File: config.mk
export PLATFORM = sky130hd
export DESIGN_NAME = mux_rr_scheduler
export DESIGN_NICKNAME = d
export VERILOG_FILES = /design/src/rtl/mux_rr_scheduler_pkg.sv /design/src/rtl/mux_rr_scheduler_rr_pick16.sv /design/src/rtl/mux_rr_scheduler.sv
export SDC_FILE = /design/constraint.sdc
export NUM_CORES = 1
export LEC_CHECK = 0
export ABC_AREA = 1
export CAP_MARGIN = 0
export CORE_ASPECT_RATIO = 1.2
export CORE_MARGIN = 5
export CORE_UTILIZATION = 35
export DETAILED_ROUTE_END_ITERATION = 6
export GPL_TIMING_DRIVEN = 0
export PLACE_DENSITY = 0.73
export SLEW_MARGIN = 20
export SYNTH_ARGS = -nofsm -noshare
export SYNTH_HDL_FRONTEND = slang
export SYNTH_SLANG_ARGS = --single-unit
File: constraint.sdc
create_clock -name clk -period 4.8 [get_ports clk]
set_input_delay 0.48 -clock clk [delete_from_list [all_inputs] [get_ports clk]]
set_output_delay 0.48 -clock clk [all_outputs]
set_load 0.02 [all_outputs]
File: src/rtl/mux_rr_scheduler_pkg.sv
// Purpose: shared constants and FSM state type for the round-robin mux scheduler.
// Latency: n/a (declarations only).
// Backpressure: n/a.
package mux_rr_scheduler_pkg;

  localparam int NREQ       = 16;
  localparam int SEL_W      = 4;
  localparam int DW_DEFAULT = 4;

  typedef enum logic [0:0] {
    IDLE = 1'b0,
    BUSY = 1'b1
  } state_e;

endpackage

File: src/rtl/mux_rr_scheduler_rr_pick16.sv
// Purpose: combinational round-robin search over 16 requests.
// Latency: 0 cycles (pure combinational).
// Backpressure: none; the caller decides when the result is used.
// Ports: req[15:0] requests, ptr[3:0] last accepted index,
//        any = some request set, idx[3:0] = first set bit scanning up from ptr+1 (mod 16).
module rr_pick16
  import mux_rr_scheduler_pkg::*;
(
  input  logic [NREQ-1:0]  req,
  input  logic [SEL_W-1:0] ptr,
  output logic             any,
  output logic [SEL_W-1:0] idx
);

  logic [SEL_W-1:0] cand;

  // Offsets 1..16; offset 16 truncates back to ptr itself, so the last
  // accepted index has the lowest priority.
  always_comb begin
    any  = 1'b0;
    idx  = '0;
    cand = '0;
    for (int k = 1; k <= NREQ; k++) begin
      cand = ptr + SEL_W'(k);
      if (!any && req[cand]) begin
        any = 1'b1;
        idx = cand;
      end
    end
  end

endmodule

File: src/rtl/mux_rr_scheduler.sv
// Purpose: round-robin scheduler that captures one of 16 requester words and offers it downstream.
// Latency: request in IDLE -> out_valid on the next cycle; back-to-back one transfer per cycle.
// Backpressure: out_ready low holds sel/out_data stable; the captured word is never withdrawn.
// Ports: clk, rst_n (async active-low); req[15:0], din[16*DW-1:0] requester side;
//        out_valid/out_ready/out_data consumer side; sel = granted index;
//        gnt = one-hot acknowledge on the accepting cycle; xfer_cnt = wrapping transfer count.
module mux_rr_scheduler
  import mux_rr_scheduler_pkg::*;
#(
  parameter int DW = DW_DEFAULT
) (
  input  logic                 clk,
  input  logic                 rst_n,
  input  logic [NREQ-1:0]      req,
  input  logic [NREQ*DW-1:0]   din,
  output logic                 out_valid,
  input  logic                 out_ready,
  output logic [DW-1:0]        out_data,
  output logic [SEL_W-1:0]     sel,
  output logic [NREQ-1:0]      gnt,
  output logic [15:0]          xfer_cnt
);

  state_e           state_q, state_d;
  logic [SEL_W-1:0] sel_q, sel_d;
  logic [SEL_W-1:0] ptr_q, ptr_d;
  logic [DW-1:0]    data_q, data_d;
  logic [15:0]      cnt_q, cnt_d;

  logic             xfer;
  logic [NREQ-1:0]  sel_onehot;
  logic [NREQ-1:0]  pick_req;
  logic [SEL_W-1:0] pick_ptr;
  logic             pick_any;
  logic [SEL_W-1:0] pick_idx;

  assign xfer       = (state_q == BUSY) && out_ready;
  assign sel_onehot = NREQ'(1) << sel_q;

  // On an accepting cycle the just-served requester still shows req high,
  // so it is masked out and the search starts after it.
  assign pick_req = xfer ? (req & ~sel_onehot) : req;
  assign pick_ptr = xfer ? sel_q : ptr_q;

  rr_pick16 u_pick (
    .req (pick_req),
    .ptr (pick_ptr),
    .any (pick_any),
    .idx (pick_idx)
  );

  always_comb begin
    state_d = state_q;
    sel_d   = sel_q;
    data_d  = data_q;
    ptr_d   = ptr_q;
    cnt_d   = cnt_q;

    if (xfer) begin
      ptr_d = sel_q;
      cnt_d = cnt_q + 16'd1;
    end

    // Arbitrate only when nothing is held: idle, or the held word leaves now.
    if ((state_q == IDLE) || xfer) begin
      if (pick_any) begin
        state_d = BUSY;
        sel_d   = pick_idx;
        data_d  = din[pick_idx*DW +: DW];
      end else begin
        state_d = IDLE;
      end
    end
  end

  always_ff @(posedge clk or negedge rst_n) begin
    if (!rst_n) begin
      state_q <= IDLE;
      sel_q   <= '0;
      ptr_q   <= '1;
      data_q  <= '0;
      cnt_q   <= '0;
    end else begin
      state_q <= state_d;
      sel_q   <= sel_d;
      ptr_q   <= ptr_d;
      data_q  <= data_d;
      cnt_q   <= cnt_d;
    end
  end

  assign out_valid = (state_q == BUSY);
  assign out_data  = data_q;
  assign sel       = sel_q;
  assign gnt       = xfer ? sel_onehot : '0;
  assign xfer_cnt  = cnt_q;

endmodule

==> flow_metrics.py <==
metrics = {
    "clock_tree": {
        "cts-htree-levels": 2,
        "cts_buffers": 5,
        "clk_pin_slew_ps": 50,
        "cts_sinks": 29,
        "cts_root_buf": "clkbuf_16",
        "clockBufferDepth": 2,
        "cts_tree": "yes",
        "clk_latency_ps": 280,
    },
    "timing": {
        "worst_pin_slew_ps": 648,
        "hold_violations": 0,
        "min_period_over_period": 0.923,
        "slew_viol_final": 0,
        "slew_headroom": 0.568,
        "post-route-min-period_ps": 4430,
        "setup_viol": 0,
        "finalClockSkew_ps": 6.07,
        "clock.fmax_mhz": 226,
        "fin_setup_tns_ps": 0,
    },
    "synthesis": {
        "ys_seq_area_frac": 0.179,
        "synth_edf_count": 0,
        "ys.flop_type": "dfrtp_1",
        "syn_area_per_cell_um2": 6.05,
        "syn_area_um2": 4090,
        "synth-warning-count": 0,
        "yosysUniqueCellTypes": 38,
        "yosysTopAreaCell": "nand3_1",
        "ys_ff_latch": 29,
        "ys_top_cells_by_area": "nand3_1 (25%), nand2_1 (17%), dfrtp_1 (15%)",
        "syn_nets": 766,
        "syn_inst": 675,
        "async_flop_share": 1.00,
        "synth_top_area_frac": 0.252,
    },
    "die": {
        "die_w_um": 109,
        "rows": 43,
        "initial_utilization": 0.355,
        "core_area_um2": 11500,
        "die_h_um": 128,
        "ios": 124,
        "die-area_um2": 13900,
    },
    "placed_design": {
        "io_buffers": 123,
        "dp_hpwl_um": 11400,
        "gp_congestion": 0.959,
    },
    "finish": {
        "final_nets": 903,
        "drive_gt1_frac": 0.128,
        "nFillCells": 1209,
        "antenna_cells": 0,
        "area_growth_pct": 40.5,
        "final_cell_mix": "nand3_1 (206), nand2_1 (181), clkdlybuf4s50_1 (121)",
        "final_common_cell": "nand3_1",
        "final_core_util": 0.499,
    },
    "setup_path": {
        "start_kind": "flip-flop",
        "required_ps": 4960,
        "max_stage_delay_ps": 460,
        "crit_top_cell": "nand2_1",
        "critical_path_class": "flip-flop to flip-flop",
        "critPathSlowestCell": "dfrtp_1",
        "crit_arrival_ps": 4590,
        "crit_path_end_kind": "flip-flop",
        "reg2reg_depth": 32,
        "worstPathMaxFanout": 13,
    },
    "drt": {
        "drt_iter0_drc": 277,
        "via_per_inst": 5.09,
        "drc_errors": 0,
        "routed_wl_um": 14100,
        "post_drt_wl_per_cell_um": 14.5,
        "dr.pass1.iters": 6,
        "vias": 4942,
        "drtAntennaViolNets": 0,
    },
    "global_routing": {
        "grt_usage": 0.201,
        "antenna_found_initial": 0,
        "grt_pass1_wl_um": 22800,
        "grt_pass1_vias": 4730,
        "grt_max_degree": 30,
        "gr-total-overflow": 0,
    },
    "worst_hold_path": {
        "min_path_type": "input pin to asynchronous set/reset pin",
    },
    "outcome": {
        "outcome": "complete, no violations",
    },
    "run": {
        "maxCapViolCount": 0,
    },
}
## metal layers
metal,wire length (um),part of all wire,up-vias,global-route usage
li1,-,-,2515,-
met1,5720,0.41,2215,0.239
met2,6980,0.50,186,0.360
met3,1050,0.074,26,0.0396
met4,341,0.024,0,0.0624
met5,0,0,-,0
## worst max-delay path, delay by kind of cell, from the launching register on
| kind | cells | cell delay (ps) |
|---|---|---|
| adders and majority gates | 1 | 210 |
| and+or+nand+nor | 20 | 2210 |
| AOI/OAI and AO/OA | 3 | 430 |
| DFF | 1 | 460 |
| buffers and inverters | 8 | 990 |
## cells in the mapped netlist (3+ instances only)
cell type  count
nor2_1        36
xnor2_1        6
a21oi_1        4
nand4_1       12
buf_2          7
buf_4          5
inv_2         11
nand3_1      206
nor3_1         5
nor2_4         6
o21ai_2        3
nand3b_1       3
nand2_1      181
o22ai_1        3
o21ai_0       17
xnor2_2        3
ha_1           8
xor2_1        11
nand2_4        4
nand3_2        9
nor2_2         4
nand2_2       10
dfstp_2        4
buf_6          9
dfrtp_1       25
inv_1         64
## kinds of logic after synthesis
| group | share of synthesized area |
|---|---|
| fa+ha+maj | 0.0245 |
| buf+inv | 0.116 |
| compound gates | 0.0521 |
| flops | 0.179 |
| xor+xnor | 0.0563 |
| simple gates | 0.573 |
## flip-flops by register name (all words and copies together) (netlist names)
name and flops:
xfer_cnt 16, out_data 4, ptr_q 4, sel 4
out_valid 1
## worst paths after layout
check                           slack, ps                startpoint                        to
worst max-delay path                  370     out_valid$_DFFE_PN0P_   out_data[2]$_DFFE_PN0P_
max in group asynchronous            4150                     rst_n  xfer_cnt[14]$_DFFE_PN0N_
worst min-delay path                  230                     rst_n   xfer_cnt[5]$_DFFE_PN0N_
worst min register to register        480  xfer_cnt[15]$_DFFE_PN0N_  xfer_cnt[15]$_DFFE_PN0N_
worst max register to register        370     out_valid$_DFFE_PN0P_   out_data[2]$_DFFE_PN0P_
min in group clk                      480  xfer_cnt[15]$_DFFE_PN0N_  xfer_cnt[15]$_DFFE_PN0N_
## what timing repair did
action | CTS | global route
gates resized for setup | 7 | 4
setup endpoints to repair | 4 | 4
gates cloned | 0 | 0
hold buffers | 0 | 0
pin swaps | 0 | 2
setup buffers | 0 | 7
## stage by stage
| step | worst slack (ps) | instances | instance area (um2) | hold WS [ps] |
|---|---|---|---|---|
| 2_1_floorplan | 906 | 675 | 4090 | 184 |
| 3_3_place_gp | -540 | 955 | 5510 | 461 |
| 3_5_place_dp | -552 | 955 | 5510 | 469 |
| 4_1_cts | 253 | 963 | 5670 | 247 |
| 5_1_grt | -1.04 | 970 | 5740 | 287 |
| 6_report | 369 | 970 | 5740 | 232 |
## area by class of cell
cell class	instances	area [um2]	area share
buffer	22	188	0.0327
clock buffer	5	125	0.0218
clock inverter	3	17.5	0.00305
inverter	78	295	0.0514
multi-input combinational	546	2900	0.505
sequential	29	731	0.127
tap	157	196	0.0342
timing repair buffer	130	1290	0.224
Power is left out: the tool's default activity adds up to more than one toggle a clock period on the data nets, which glitch-free logic cannot reach.
==> RTL change: new RTL, config.mk and constraints unchanged <==
`data_q` no longer has a reset.
--- a/src/rtl/mux_rr_scheduler.sv
+++ b/src/rtl/mux_rr_scheduler.sv
@@ -78,15 +78,17 @@
       state_q <= IDLE;
       sel_q   <= '0;
       ptr_q   <= '1;
-      data_q  <= '0;
       cnt_q   <= '0;
     end else begin
       state_q <= state_d;
       sel_q   <= sel_d;
       ptr_q   <= ptr_d;
-      data_q  <= data_d;
       cnt_q   <= cnt_d;
     end
+  end
+
+  always_ff @(posedge clk) begin
+    data_q <= data_d;
   end
 
   assign out_valid = (state_q == BUSY);
Behaviour: not the same (Yosys sat finds a counterexample within 4 cycles, from zero or initial values and one cycle with rst_n low).
==> RTL change against the original RTL <==
  * Worst setup slack improved by 0.032 ns
  * Critical path depth fell by 4
  * Sequential cell count did not move
  * Routed wire length fell by 2.4%
  * Design area rose by 0.17%
  * Synthesized area fell by 0.46%
Power is not shown: default switching activity piles up to over one toggle a cycle in this logic, so the estimate is an artifact.
==> RTL change: results (changes against the original RTL) <==
- DRT Wirelength: 13,700 µm (was 14,100 µm)
- Ratio of routed vias to standard cells: 5.07 (was 5.09)
- Nets: 868 (was 903)
- Share of layout cells above drive strength 1: 0.126 (was 0.128)
- TritonRoute pass-1 iters: 4 (was 6)
- Number of signal-net buffers in the layout: 147 (was 152)
- Synthesized area per cell: 6.31 µm² (was 6.05 µm²)
- Compound-gate portion of the synthesized area: 0.0584 (was 0.0521)
- Crit path max-delay cell type: sky130_fd_sc_hd__dfrtp_2 (was sky130_fd_sc_hd__dfrtp_1)
- Cell area after placement: 5500 µm² (was 5510 µm²)
- Initial DRC count: 203 (was 277)
- Reg area: 752 µm² (was 731 µm²)
- Placement Setup Slack: -0.677 ns (was -0.552 ns)
- Via count of the first global-routing pass: 4,644 (was 4,730)
- Most frequent cells after synthesis: sky130_fd_sc_hd__nand3_1, sky130_fd_sc_hd__nand2_1, sky130_fd_sc_hd__inv_1 (unchanged)
- Async set-or-reset flop fraction in the synthesized netlist: 0.862 (was 1.00)
- Data arrival time of the critical path: 4.55 ns (was 4.59 ns)
- Combined area of the multi-input logic cells: 2970 µm² (was 2900 µm²)
- CLK BUF: 6 (was 5)
- Combined global-route utilization of all metal layers: 0.200 (was 0.201)
- Worst Tran Pin Value: 0.778 ns (was 0.648 ns)
- Half-perimeter wire length after detailed placement: 11,200 µm (was 11,400 µm)
- Fraction of synthesized cell area in xor and xnor cells: 0.0652 (was 0.0563)
- Routability cong.: 0.936 (was 0.959)
- Inverter count of the layout excluding clock inverters: 70 (was 78)
- Library cells used by synthesis: 44 (was 38)
- Synthesized Nets: 736 (was 766)
- Non-Clock Buffer Area Fraction: 0.249 (was 0.257)
- Run status: finished, final reports clean (unchanged)
- Multi-input logic cell count: 524 (was 546)
- Post-synthesis share of cell area spent on full adders, half adders and majority gates: 0.0246 (was 0.0245)
## RTL change: changes by cell type in the layout (fill, tap and decap cells not counted), moves of 4 or more
cell,unedited run,this run
sky130_fd_sc_hd__nand2_1,181,167
sky130_fd_sc_hd__buf_4,12,6
sky130_fd_sc_hd__edfxtp_1,0,4
sky130_fd_sc_hd__inv_2,11,5
sky130_fd_sc_hd__o21ai_0,17,13
sky130_fd_sc_hd__nand2_2,10,5
sky130_fd_sc_hd__nor2_1,35,27
sky130_fd_sc_hd__dfrtp_1,25,20
sky130_fd_sc_hd__nor2_2,4,8
## RTL change: kinds of logic (layout without fill, tap and decap cells)
logic type | Yosys count | count (layout)
buf+inv | 92 | 225
compound gates | 36 | 36
flops | 29 | 29
fa+ha+maj | 8 | 8
xor+xnor | 23 | 23
simple gates | 457 | 457
## RTL change: metal layers
metal  up-vias  GRT usage  wire length, µm
met5         -          0                0
met4         0     0.0542              265
met3        20     0.0363              868
met2       145      0.363             6910
met1      2145      0.239             5700
li1       2427          -                -
## RTL change: path summary, 6_finish.rpt
kind / endpoint / cells past startpoint / slack [ns]
hold reg to reg: xfer_cnt[15] / 1 / 0.49
min in group clk: xfer_cnt[15] / 1 / 0.49
hold / removal: xfer_cnt[7] / 1 / 0.19
max in group asynchronous: out_valid / 1 / 4.21
setup / recovery: out_data[2] / 28 / 0.40
setup reg to reg: out_data[2] / 28 / 0.40
## RTL change: worst reg2reg max path: cells and delay by family (launching register included)
family	cells	cell delay, ns
adder cells (fa/ha/maj)	1	0.25
flip-flops	1	0.45
AO/OA/AOI/OAI	1	0.10
AND/OR/NAND/NOR	20	2.55
XOR/XNOR	1	0.18
buffers and inverters	5	0.73
## RTL change: timing repair
item	CTS	global route
buffers inserted	2	2
pin swaps	2	2
setup endpoints to repair	6	5
hold buffers	0	0
resized for setup	13	12
